## config.mk

```make
export PLATFORM = sky130hd
export DESIGN_NAME = nibble_serial_adder_ctrl
export DESIGN_NICKNAME = d
export VERILOG_FILES = /design/src/rtl/nibble_serial_adder_ctrl.sv
export SDC_FILE = /design/constraint.sdc
export NUM_CORES = 1
export LEC_CHECK = 0
export CELL_PAD_IN_SITES_DETAIL_PLACEMENT = 1
export CELL_PAD_IN_SITES_GLOBAL_PLACEMENT = 2
export CORE_ASPECT_RATIO = 1.5
export CORE_MARGIN = 1
export CORE_UTILIZATION = 25
export DETAILED_ROUTE_END_ITERATION = 10
export PLACE_DENSITY_LB_ADDON = 0.1
export SETUP_SLACK_MARGIN = 0.1
export SYNTH_ARGS = -nofsm -noshare
export SYNTH_HDL_FRONTEND = slang
export SYNTH_SLANG_ARGS = --single-unit
```

## constraint.sdc

```tcl
create_clock -name clk -period 5.4 [get_ports clk]
set_input_delay 1.35 -clock clk [delete_from_list [all_inputs] [get_ports clk]]
set_output_delay 1.35 -clock clk [all_outputs]
set_load 0.02 [all_outputs]
```

## src/rtl/nibble_serial_adder_ctrl.sv

```systemverilog
// Nibble-serial adder/subtractor: one shared 4-bit carry-lookahead slice, one nibble per cycle, LSB first.
// Latency NIBBLES cycles from accept to res_valid; the result holds under res_ready backpressure, and no new request is taken until the result is consumed.
module nibble_serial_adder_ctrl #(
    parameter int NIBBLES = 4
) (
    input  logic                   clk,
    input  logic                   rst_n,
    input  logic                   start_valid,
    output logic                   start_ready,
    input  logic [4*NIBBLES-1:0]   op_a,
    input  logic [4*NIBBLES-1:0]   op_b,
    input  logic                   sub,
    input  logic                   cin,
    output logic                   res_valid,
    input  logic                   res_ready,
    output logic [4*NIBBLES-1:0]   sum,
    output logic                   cout,
    output logic                   ovf,
    output logic                   busy
);
    localparam int W  = 4 * NIBBLES;
    localparam int KW = $clog2(NIBBLES);
    localparam logic [KW-1:0] K_LAST = KW'(NIBBLES - 1);

    typedef enum logic [1:0] {IDLE, RUN, DONE} state_t;

    state_t          state_q, state_d;
    logic [KW-1:0]   k_q, k_d;
    logic [W-1:0]    a_q, a_d;
    logic [W-1:0]    b_q, b_d;
    logic            c_q, c_d;
    logic [W-1:0]    sum_q, sum_d;
    logic            cout_q, cout_d;
    logic            ovf_q, ovf_d;

    logic [KW+1:0]   nib_idx;
    logic [3:0]      slice_a, slice_b, slice_p, slice_g, slice_s;
    logic [4:0]      slice_c;
    logic            accept, last_nib;

    // Shared carry-lookahead slice, fed the nibble selected by k_q.
    always_comb begin
        nib_idx    = {k_q, 2'b00};
        slice_a    = a_q[nib_idx +: 4];
        slice_b    = b_q[nib_idx +: 4];
        slice_p    = slice_a ^ slice_b;
        slice_g    = slice_a & slice_b;
        slice_c    = '0;
        slice_c[0] = c_q;
        for (int i = 0; i < 4; i++) begin
            slice_c[i+1] = slice_g[i] | (slice_p[i] & slice_c[i]);
        end
        slice_s    = slice_p ^ slice_c[3:0];
    end

    assign accept   = start_valid && start_ready;
    assign last_nib = (k_q == K_LAST);

    always_ff @(posedge clk or negedge rst_n) begin
        if (!rst_n) begin
            state_q <= IDLE;
        end else begin
            state_q <= state_d;
        end
    end

    always_comb begin
        state_d = state_q;
        case (state_q)
            IDLE:    if (accept)                 state_d = RUN;
            RUN:     if (last_nib)               state_d = DONE;
            DONE:    if (res_valid && res_ready) state_d = IDLE;
            default:                             state_d = IDLE;
        endcase
    end

    // start_ready is gated by rst_n so nothing is offered while reset is held.
    always_comb begin
        start_ready = (state_q == IDLE) && rst_n;
        res_valid   = (state_q == DONE);
        busy        = (state_q == RUN) || (state_q == DONE);
    end

    always_comb begin
        a_d    = a_q;
        b_d    = b_q;
        c_d    = c_q;
        k_d    = k_q;
        sum_d  = sum_q;
        cout_d = cout_q;
        ovf_d  = ovf_q;
        case (state_q)
            IDLE: begin
                if (accept) begin
                    // Subtraction is A + ~B + 1, so the inversion and carry are captured here once.
                    a_d = op_a;
                    b_d = sub ? ~op_b : op_b;
                    c_d = sub ? 1'b1 : cin;
                    k_d = '0;
                end
            end
            RUN: begin
                sum_d[nib_idx +: 4] = slice_s;
                c_d = slice_c[4];
                k_d = k_q + KW'(1);
                if (last_nib) begin
                    cout_d = slice_c[4];
                    ovf_d  = slice_c[3] ^ slice_c[4];
                    k_d    = '0;
                end
            end
            default: ;
        endcase
    end

    always_ff @(posedge clk or negedge rst_n) begin
        if (!rst_n) begin
            a_q    <= '0;
            b_q    <= '0;
            c_q    <= 1'b0;
            k_q    <= '0;
            sum_q  <= '0;
            cout_q <= 1'b0;
            ovf_q  <= 1'b0;
        end else begin
            a_q    <= a_d;
            b_q    <= b_d;
            c_q    <= c_d;
            k_q    <= k_d;
            sum_q  <= sum_d;
            cout_q <= cout_d;
            ovf_q  <= ovf_d;
        end
    end

    assign sum  = sum_q;
    assign cout = cout_q;
    assign ovf  = ovf_q;

endmodule

```

# Word-level counts from Yosys, hierarchy flattened
# Cells that the tools add are included.
classes:
  addsub: 2
  eq_ne: 6
  shift: 4
  n_mux: 12
  n_bitwise: 13
  reduce_logical: 10
op_table:
  columns: ["op", "count"]
  rows:
  - ["indexed part select 16 x 5 -> 4 bit", 2]
  - ["bitwise mux 16 bit", 1]
  - ["2-to-1 mux 16 bit", 1]
  - ["inverter 16 bit", 1]
  - ["variable shift 4 x 6 -> 16 bit, first input constant", 1]
  - ["indexed part select 4 x 6 -> 16 bit", 1]
  - ["2-to-1 mux 2 bit", 5]
  - ["bitwise XOR 4 bit", 2]
  - ["negator 4 -> 6 bit", 1]
  - ["case mux 2 bit (3 select lines)", 1]
  - ["AND reduction 2 bit", 3]
  - ["bitwise AND 1 bit", 4]
  - ["bitwise AND 4 bit", 1]
  - ["equality test 2 bit, second input constant", 2]
  - ["!= test 2 bit, second input constant", 2]
  - ["OR 1 bit", 4]
  - ["case mux 2 bit (2 select lines)", 1]
  - ["logical AND 1 bit", 3]
  - ["AND reduction 3 bit", 1]
  - ["adder 2 x 1 -> 2 bit, second input constant", 1]
  - ["equality test 2 x 1 -> 1 bit, second input constant", 1]
  - ["zero test 2 bit", 1]
  - ["2-to-1 mux 1 bit", 2]
  - ["!= test 2 x 1 -> 1 bit, second input constant", 1]
  - ["other kinds (4)", 4]
totals:
  reg_bits: 55
  in_bits: 38
  output_inout_bits: 21
  wordCells: 55

# Logic depth before layout (Yosys ltp)
# Gate-level depths: netlist (run 1).
depth:
  word_depth: 11
  mapped_depth: 11
  depth_no_buf: 9

# Worst setup path after synthesis (run 1)
# No wires, ideal clock.
synth_timing:
  path_kind: "input to output"
  startpoint: "in rst_n"
  endpoint: "out start_ready"
  t_arrival_ps: 1566
  required_ps: 4050
  slack_ps: 2484
  path_stages: 1
  n_path_buf: 0
  cell_sequence: "and2_1"
synth_via:
  elab_chain_len: 1
synth_rtl:
  columns: ["element", "line", "rtl"]
  rows:
  - ["start: declaration", "7", "input logic rst_n,"]
  - ["logical AND 1 bit", "79", "start_ready = (state_q == IDLE) && rst_n;"]
  - ["end: declaration", "9", "output logic start_ready,"]
# Every way passes these cells.

# Worst setup path in the final report (run 1)
# Same ends and word-level chain as after synthesis.

==> summary by stage, run 1 <==
Setup path
The maximum fanout count along the critical path is 3. STA classifies the critical path endpoint as a primary output. The category of the most critical setup path is in2out. The critical path data arrival time is about 2.2 ns. STA classifies the critical path startpoint as a primary input. Data on the critical path is required at its endpoint by approximately 4 ns.

STA
On the final layout, the worst clock skew is about 0.0041 ns. Dividing the final minimum period by the clock period gives about 65%. For the pin with the worst max-slew slack, the measured transition is 0.946 ns. In the final timing run, aggregate negative setup slack is 0 ns.

The highest clock rate is 0.283 GHz. The setup-violating endpoint count in the final report is 0. The number of max-slew violations in the final report was 0.

Setup repair after global routing left no endpoint under its margin. The smallest clock period supported by the final layout is computed as about 3.5 ns. Hold timing on the final database bottoms out at a slack of about 0.47 ns. Measured against its own limit, the worst slew margin works out to 36.7%. The hold violation total from the final report was 0.

Yosys
After technology mapping, the gate count stands at about 240. In this run, synthesis produced a sequential element count of 55. The cell taking the most area after synthesis is sky130_fd_sc_hd__dfrtp_1. Yosys attributes the largest share of cell area to sky130_fd_sc_hd__dfrtp_1 (50%), sky130_fd_sc_hd__mux2_2 (7.3%), sky130_fd_sc_hd__mux4_2 (6.5%). The share of Yosys cell area claimed by the top area cell type is between 40% and 50%. The post-synth net total is roughly 290.

The share of synthesized area occupied by flip-flops and latches is 49.8%. For this run, the number of Yosys warnings is 0. The mean instance size in the synthesized netlist is 11.8 µm². The number of enable flip-flop cells after synthesis is 0. The netlist area before placement is around 2800 µm².

The main flop type after synthesis is sky130_fd_sc_hd__dfrtp_1. The share of async-settable or async-resettable flops after synthesis is 100%. After synthesis, the netlist uses 35 different library cells.

Finish
In the final layout, the share of cells above drive strength 1 is 15.1%. Summing all non-filler instances in the final layout gives an area of about 3600 µm². The most common cell after layout, fill and taps aside is sky130_fd_sc_hd__clkdlybuf4s50_1.

0 antenna diodes ended up in the layout. The core occupancy in the finished layout is between 30% and 40%. The library cells used most frequently in the layout, excluding fill and tap cells, are sky130_fd_sc_hd__clkdlybuf4s50_1 (57), sky130_fd_sc_hd__dfrtp_1 (55), sky130_fd_sc_hd__nand2_1 (37). From synthesis to final layout, the design area changed by 31.0%. At the end of the flow, the number of nets in the layout was roughly 340. The filler cell count in the final layout is between 1000 and 1500.

Routing
The total routed wirelength is approximately 6.5 mm. The routed layout has 1871 vias. Dividing the detail-routed wire length by the instance count gives 14.9 µm. After detailed routing, the number of vias per cell comes to 4.29. The first TritonRoute pass finished after 3 iterations.

The DRC violations left is 0. The count of antenna-violating nets left after detailed routing is 0. After the first detailed-routing iteration, the DRC count stood at 82.

GRT
The number of global-route vias before repair is approximately 2100. The global-route usage over all layers is 12.9%. For this run the aggregate overflow at the end of global routing stands at 0. The first global-routing pass estimated 10.9 mm of wire. The maximum number of pins on one net before global-route repair is 58. The initial antenna violation count is 0.

Placement
The count of port buffers added during placement is 58. The post-detailed-placement half-perimeter wirelength is around 4.8 mm. At the end of routability-driven placement, the weighted congestion stood at roughly 0.70. The area of placed instances is about 3500 µm².

CTS
The clock root buffer is sky130_fd_sc_hd__clkbuf_16. The number of buffers added to fix hold violations after cts is 0. The post-CTS setup-driven buffer insertion count is 0.

In this run the deepest clock path goes through 2 buffers. After clock tree synthesis, the clock-pin slew on the worst setup and hold paths is around 0.070 ns. The number of H-tree branching levels is 2. The quantity of gates resized following cts is 0. TritonCTS built the clock tree.

CTS saw 55 sinks. For the worst-skew pair, the clock arrives at the later sink with an insertion delay of around 0.29 ns. The number of CTS-inserted buffers is 5.

Power and ir drop
The highest ir drop seen on vdd is between 0.0002 and 0.00025 V. The power per cell area is a little under 600 nW/µm². Total power for the finished layout comes to between 2 and 2.5 mW. The static leakage is between 1.5 and 2 nW.

Floorplanning
The core region area is around 11000 µm². The initial cell density of the core is approximately a quarter. The total number of placement rows is 46.

The full die area is 11500 µm². For this design the top-level I/O count stands at 59. The die boundary width is 87.9 µm. The die is 131 µm tall.

Job
The max-capacitance violation count is 0.

Hold path
The worst hold path belongs to the class reg2reg.

Run status
The run finished with clean final reports.
## layout make-up
cell class	count	area (µm²)	share of cell area, %
tap	144	180	4.98
sequential	55	1380	38.0
timing repair buffer	61	598	16.5
clock inverter	1	5.00	0.138
inverter	15	56.3	1.55
multi-input combinational	154	1270	35.0
clock buffer	6	139	3.84
## per-stage QoR
| stage | setup WS (ns) | instances |
|---|---|---|
| after CTS | 1.85 | 436 |
| after floorplan | 2.48 | 235 |
| after detailed placement | 1.85 | 429 |
| final | 1.86 | 436 |
| after global placement | 1.85 | 429 |
| after global routing | 1.82 | 436 |
## final timing paths
| kind | from | to | slack [ns] | cells past startpoint |
|---|---|---|---|---|
| setup reg to reg | k_q[0] | sum[15] | 2.06 | 10 |
| min in group asynchronous | rst_n | state_q[1] | 1.26 | 2 |
| setup / recovery | rst_n | start_ready | 1.86 | 3 |
| max in group asynchronous | rst_n | sum[3] | 3.64 | 2 |
| hold reg to reg | sum[10] | sum[10] | 0.47 | 2 |
| hold / removal | sum[10] | sum[10] | 0.47 | 2 |
## cells by family after synthesis
logic type	count (synthesis)	synth area share, %
simple gates	55	9.00
flops	55	49.8
compound gates	41	9.59
mux	27	14.2
buf+inv	26	4.62
xor+xnor	17	5.38
fa+ha+maj	14	7.42
## Yosys cell counts, types with 2 or more instances
library cell,instances
sky130_fd_sc_hd__a22o_1,6
sky130_fd_sc_hd__buf_2,6
sky130_fd_sc_hd__clkbuf_1,2
sky130_fd_sc_hd__dfrtp_1,55
sky130_fd_sc_hd__fa_1,4
sky130_fd_sc_hd__ha_1,10
sky130_fd_sc_hd__inv_1,15
sky130_fd_sc_hd__mux2_2,18
sky130_fd_sc_hd__mux4_2,8
sky130_fd_sc_hd__nand2_1,37
sky130_fd_sc_hd__nand3_1,2
sky130_fd_sc_hd__nor2_1,4
sky130_fd_sc_hd__nor3_1,2
sky130_fd_sc_hd__nor3b_1,2
sky130_fd_sc_hd__o21ai_0,27
sky130_fd_sc_hd__o21ai_2,2
sky130_fd_sc_hd__o41ai_1,2
sky130_fd_sc_hd__xnor2_1,16
## layer usage
| layer | share of wire (%) | GRT usage, % | up-vias |
|---|---|---|---|
| met4 | 1.6 | 4.63 | 0 |
| met2 | 56 | 24.4 | 32 |
| li1 | - | - | 913 |
| met3 | 3.0 | 2.39 | 7 |
| met1 | 39 | 14.0 | 919 |
| met5 | 0 | 0 | - |
## worst max-delay path, cell delays in order
cell                              delay, ns
sky130_fd_sc_hd__buf_2                 0.11
sky130_fd_sc_hd__and2_1                0.12
sky130_fd_sc_hd__clkdlybuf4s50_1       0.60
## power by group
| part | internal [mW] | total (mW) | switching (mW) |
|---|---|---|---|
| registers | 0.597 | 0.719 | 0.122 |
| logic | 0.508 | 1.08 | 0.577 |
| clock network | 0.182 | 0.327 | 0.146 |
| total | 1.29 | 2.13 | 0.845 |
## flip-flops by register name, summed over array words and instances (netlist names)
name     count
sum         16
b_q         16
k_q          2
state_q      2
c_q          1
cout         1
ovf          1
a_q         16
Note: power is estimated with default switching activity, not from simulation.
==> inputs of run 2 (changes only) <==
- clock period: 5.4 -> 3.3 ns (I/O delays scaled with it)
==> summary by stage, run 2 (same netlist as run 1, synthesis figures left out) <==
Routing
The number of vias per cell is 4.31 (+0.48%). The via count is 1893 (+1.2%). The highest metal layer used by the detailed router is met4. The average wire length per cell after detail routing is 15.3 µm (+2.8%). The length of routed wiring on met1 is 2.68 mm (+6.3%). The number of design-rule violations left by the first detailed-router iteration is 56 (-32%). The count of antenna-violating nets left after detailed routing came to 0 (unchanged). The DRC violations left is 0 (unchanged). The met3 wirelength from detailed routing came to 168 µm (-13%).

The total routed wirelength is 6.71 mm (+3.5%). The detailed-router iteration count before antenna repair is 3 (unchanged). The met2 wirelength from detailed routing is 3.75 mm (+2.5%).

Power and ir drop
The share of power burned in the clock network came to 16.6% (+1.2 points). The net switching fraction of the power is 39.2% (-0.44 points). The switching power total is 1.40 mW (+66%).

The combinational share of power was 50.4% (-0.5 points). The total power after layout is 3.57 mW (+68%). The power per cell area was 976 nW/µm² (+66%). The relative contribution of sequential cells to total power is 33.0% (-0.7 points). The static leakage came to 1.52 nW (+1.3%).

The highest ir drop seen on vdd was 0.000292 V (+30%). The internal power of the cells was 2.17 mW (+69%).

STA
The hold violation total from the final report was 0 (unchanged). For this run, the top clock speed supported by timing is around 0.35 GHz. The worst path uses between 80% and 90% of the clock period. The final clock skew is 0.00241 ns (-0.00170 ns). The number of max-slew violations in the final report is 0 (unchanged). Setup repair after global routing left no endpoint under its margin. The slew of the pin with the lowest slew margin is 0.758 ns (-0.188 ns). The worst relative slew slack is 49.4% (+13 points). The post-layout worst setup margin came to 0.417 ns (-1.45 ns). The worst slack on hold paths is 0.475 ns (+0.000333 ns). The minimum clock period is slightly below 3 ns. The aggregate negative setup slack is 0 ns (unchanged). The setup-violating endpoint count in the final report was 0 (unchanged).

Setup path
The signal on the critical path passes through buf_4 -> mux4_2 -> inv_1 -> fa_1 -> fa_1 -> inv_1 -> fa_1 -> a211oi_1 -> a2111oi_0. The critical path data arrival time is 3.04 ns (+0.85 ns). STA classifies the critical path startpoint as a flop.

The most numerous cell on the critical path is sky130_fd_sc_hd__fa_1. The worst setup path is captured at a flop. By startpoint and endpoint, the worst setup path is classified as reg2reg.

The required time of the critical path is 3.45 ns (-0.60 ns). The largest individual stage delay along the critical path comes from the cell sky130_fd_sc_hd__fa_1. The maximum fanout count along the critical path is 11 (+8). The stage delay of the slowest cell on the critical path is 0.44 ns (-0.16 ns).

Finish
The area growth from synthesis to layout is 32.3%. The area of the multi-input gates is 1270 µm² (unchanged). In the layout the commonest cells are sky130_fd_sc_hd__clkdlybuf4s50_1 (57), sky130_fd_sc_hd__dfrtp_1 (55), sky130_fd_sc_hd__nand2_1 (37). The most common cell after layout, fill and taps aside is sky130_fd_sc_hd__clkdlybuf4s50_1.

The register area came to 1380 µm² (unchanged). The ratio of cells with drive above 1 in the final layout is 15.6% (+0.52 points). The filler cell count in the final layout is 1179 (-1.1%). The final-stage net count was 347 (+0.87%). The core occupancy in the finished layout was 34.4% (+0.35 points). The count of inserted antenna diode cells is 0 (unchanged).

Floorplanning
The initial cell density of the core is 26.0% (unchanged). The core region area is 10600 µm² (unchanged). The top-level port count is 59 (unchanged). The full die area is 11500 µm² (unchanged).

The total number of placement rows is 46 (unchanged). The die height is 131 µm (unchanged). The die boundary width was 87.9 µm (unchanged).

GRT
The total congestion overflow is 0 (unchanged). The wire length of the first global-routing pass is 11.1 mm (+2.1%). The global-route usage over all layers came to 13.2% (+0.34 points). The initial antenna violation count came to 0 (unchanged). The number of global-route vias before repair is 2070 (-0.86%).

The maximum number of pins on one net before global-route repair is 59 (+1.7%).

Placement
The count of port buffers added during placement came to 58 (unchanged). The setup slack after placement was 0.408 ns (-1.45 ns). The post-detailed-placement half-perimeter wirelength is 5.15 mm (+7.4%). The last weighted congestion value of the routability-driven placer is 0.705 (+1.4%).

Hold path
In this run the worst hold path is classified as reg2reg.

CTS
The number of buffers added to fix hold violations after cts is 0 (unchanged). The number of CTS-inserted buffers is 5 (unchanged). The post-CTS setup-driven buffer insertion count is 0 (unchanged).

The CTS tree is done. The source-to-sink clock delay at the later pin of the worst-skew pair was 0.29 ns (about the same). The buffer levels on the longest clock path came to 2 (unchanged). The cell sitting at the root of the clock tree is a sky130_fd_sc_hd__clkbuf_16.

The clock input transition at the sequential cells of the worst setup and hold paths is 0.07 ns (about the same). The number of sinks driven by the clock tree is 55 (unchanged). The number of H-tree branching levels is 2 (unchanged). The quantity of gates resized following cts is 0 (unchanged).

Job
The max-capacitance violation count is 0 (unchanged).

Run status
The flow ran to the end, and the final reports show no timing, DRC or antenna violations.
run 2: path summary, 6_finish.rpt:
check | start | to | slack [ns] | cells after the start
max reg2reg | k_q[0] | c_q | 0.42 | 9
max | k_q[0] | c_q | 0.42 | 9
max in group asynchronous | rst_n | sum[6] | 2.09 | 2
min reg2reg | sum[10] | sum[10] | 0.48 | 2
min in group asynchronous | rst_n | state_q[1] | 0.68 | 2
min | sum[10] | sum[10] | 0.48 | 2
run 2: per-stage QoR:
step           cells  area [µm²]
3_5_place_dp     432        3500
6_report         439        3660
5_1_grt          439        3660
3_3_place_gp     432        3500
2_1_floorplan    235        2770
4_1_cts          439        3660
run 2: routing by layer:
metal	track usage, %	vias up
met5	0	-
met4	4.63	0
met3	2.70	8
met2	24.2	32
met1	15.0	936
li1	-	917
run 2: area by class of cell:
class,instances,area share [%]
flip-flops and latches,55,37.6
multi-input cells,154,34.6
repair buffers,64,17.0
well taps,144,4.92
clock buffers,6,3.52
inverters,15,1.54
clock inverters,1,0.821
run 2: critical path, delay by kind of cell (launching register included):
family	cells	cell delay [ns]
fa+ha+maj	3	1.10
buf+inv	3	0.36
flops	1	0.43
mux	1	0.34
compound gates	2	0.51
run 2: power by group through the flow:
| stage | Clock (mW) | Combinational [mW] | Sequential [mW] |
|---|---|---|---|
| after detailed placement | 0 | 1.86 | 1.20 |
| after global placement | 0 | 1.82 | 1.20 |
| after floorplan | 0 | 1.13 | 1.21 |
| final | 0.592 | 1.80 | 1.18 |
| after CTS | 0.619 | 1.86 | 1.19 |
| after global routing | 0.633 | 2.01 | 1.22 |
==> inputs of run 3 (changes only) <==
- GPL_ROUTABILITY_DRIVEN: not set -> 0
==> results of run 3 <==
Same layout as run 2: the final DEF is identical, and so are final timing and power.
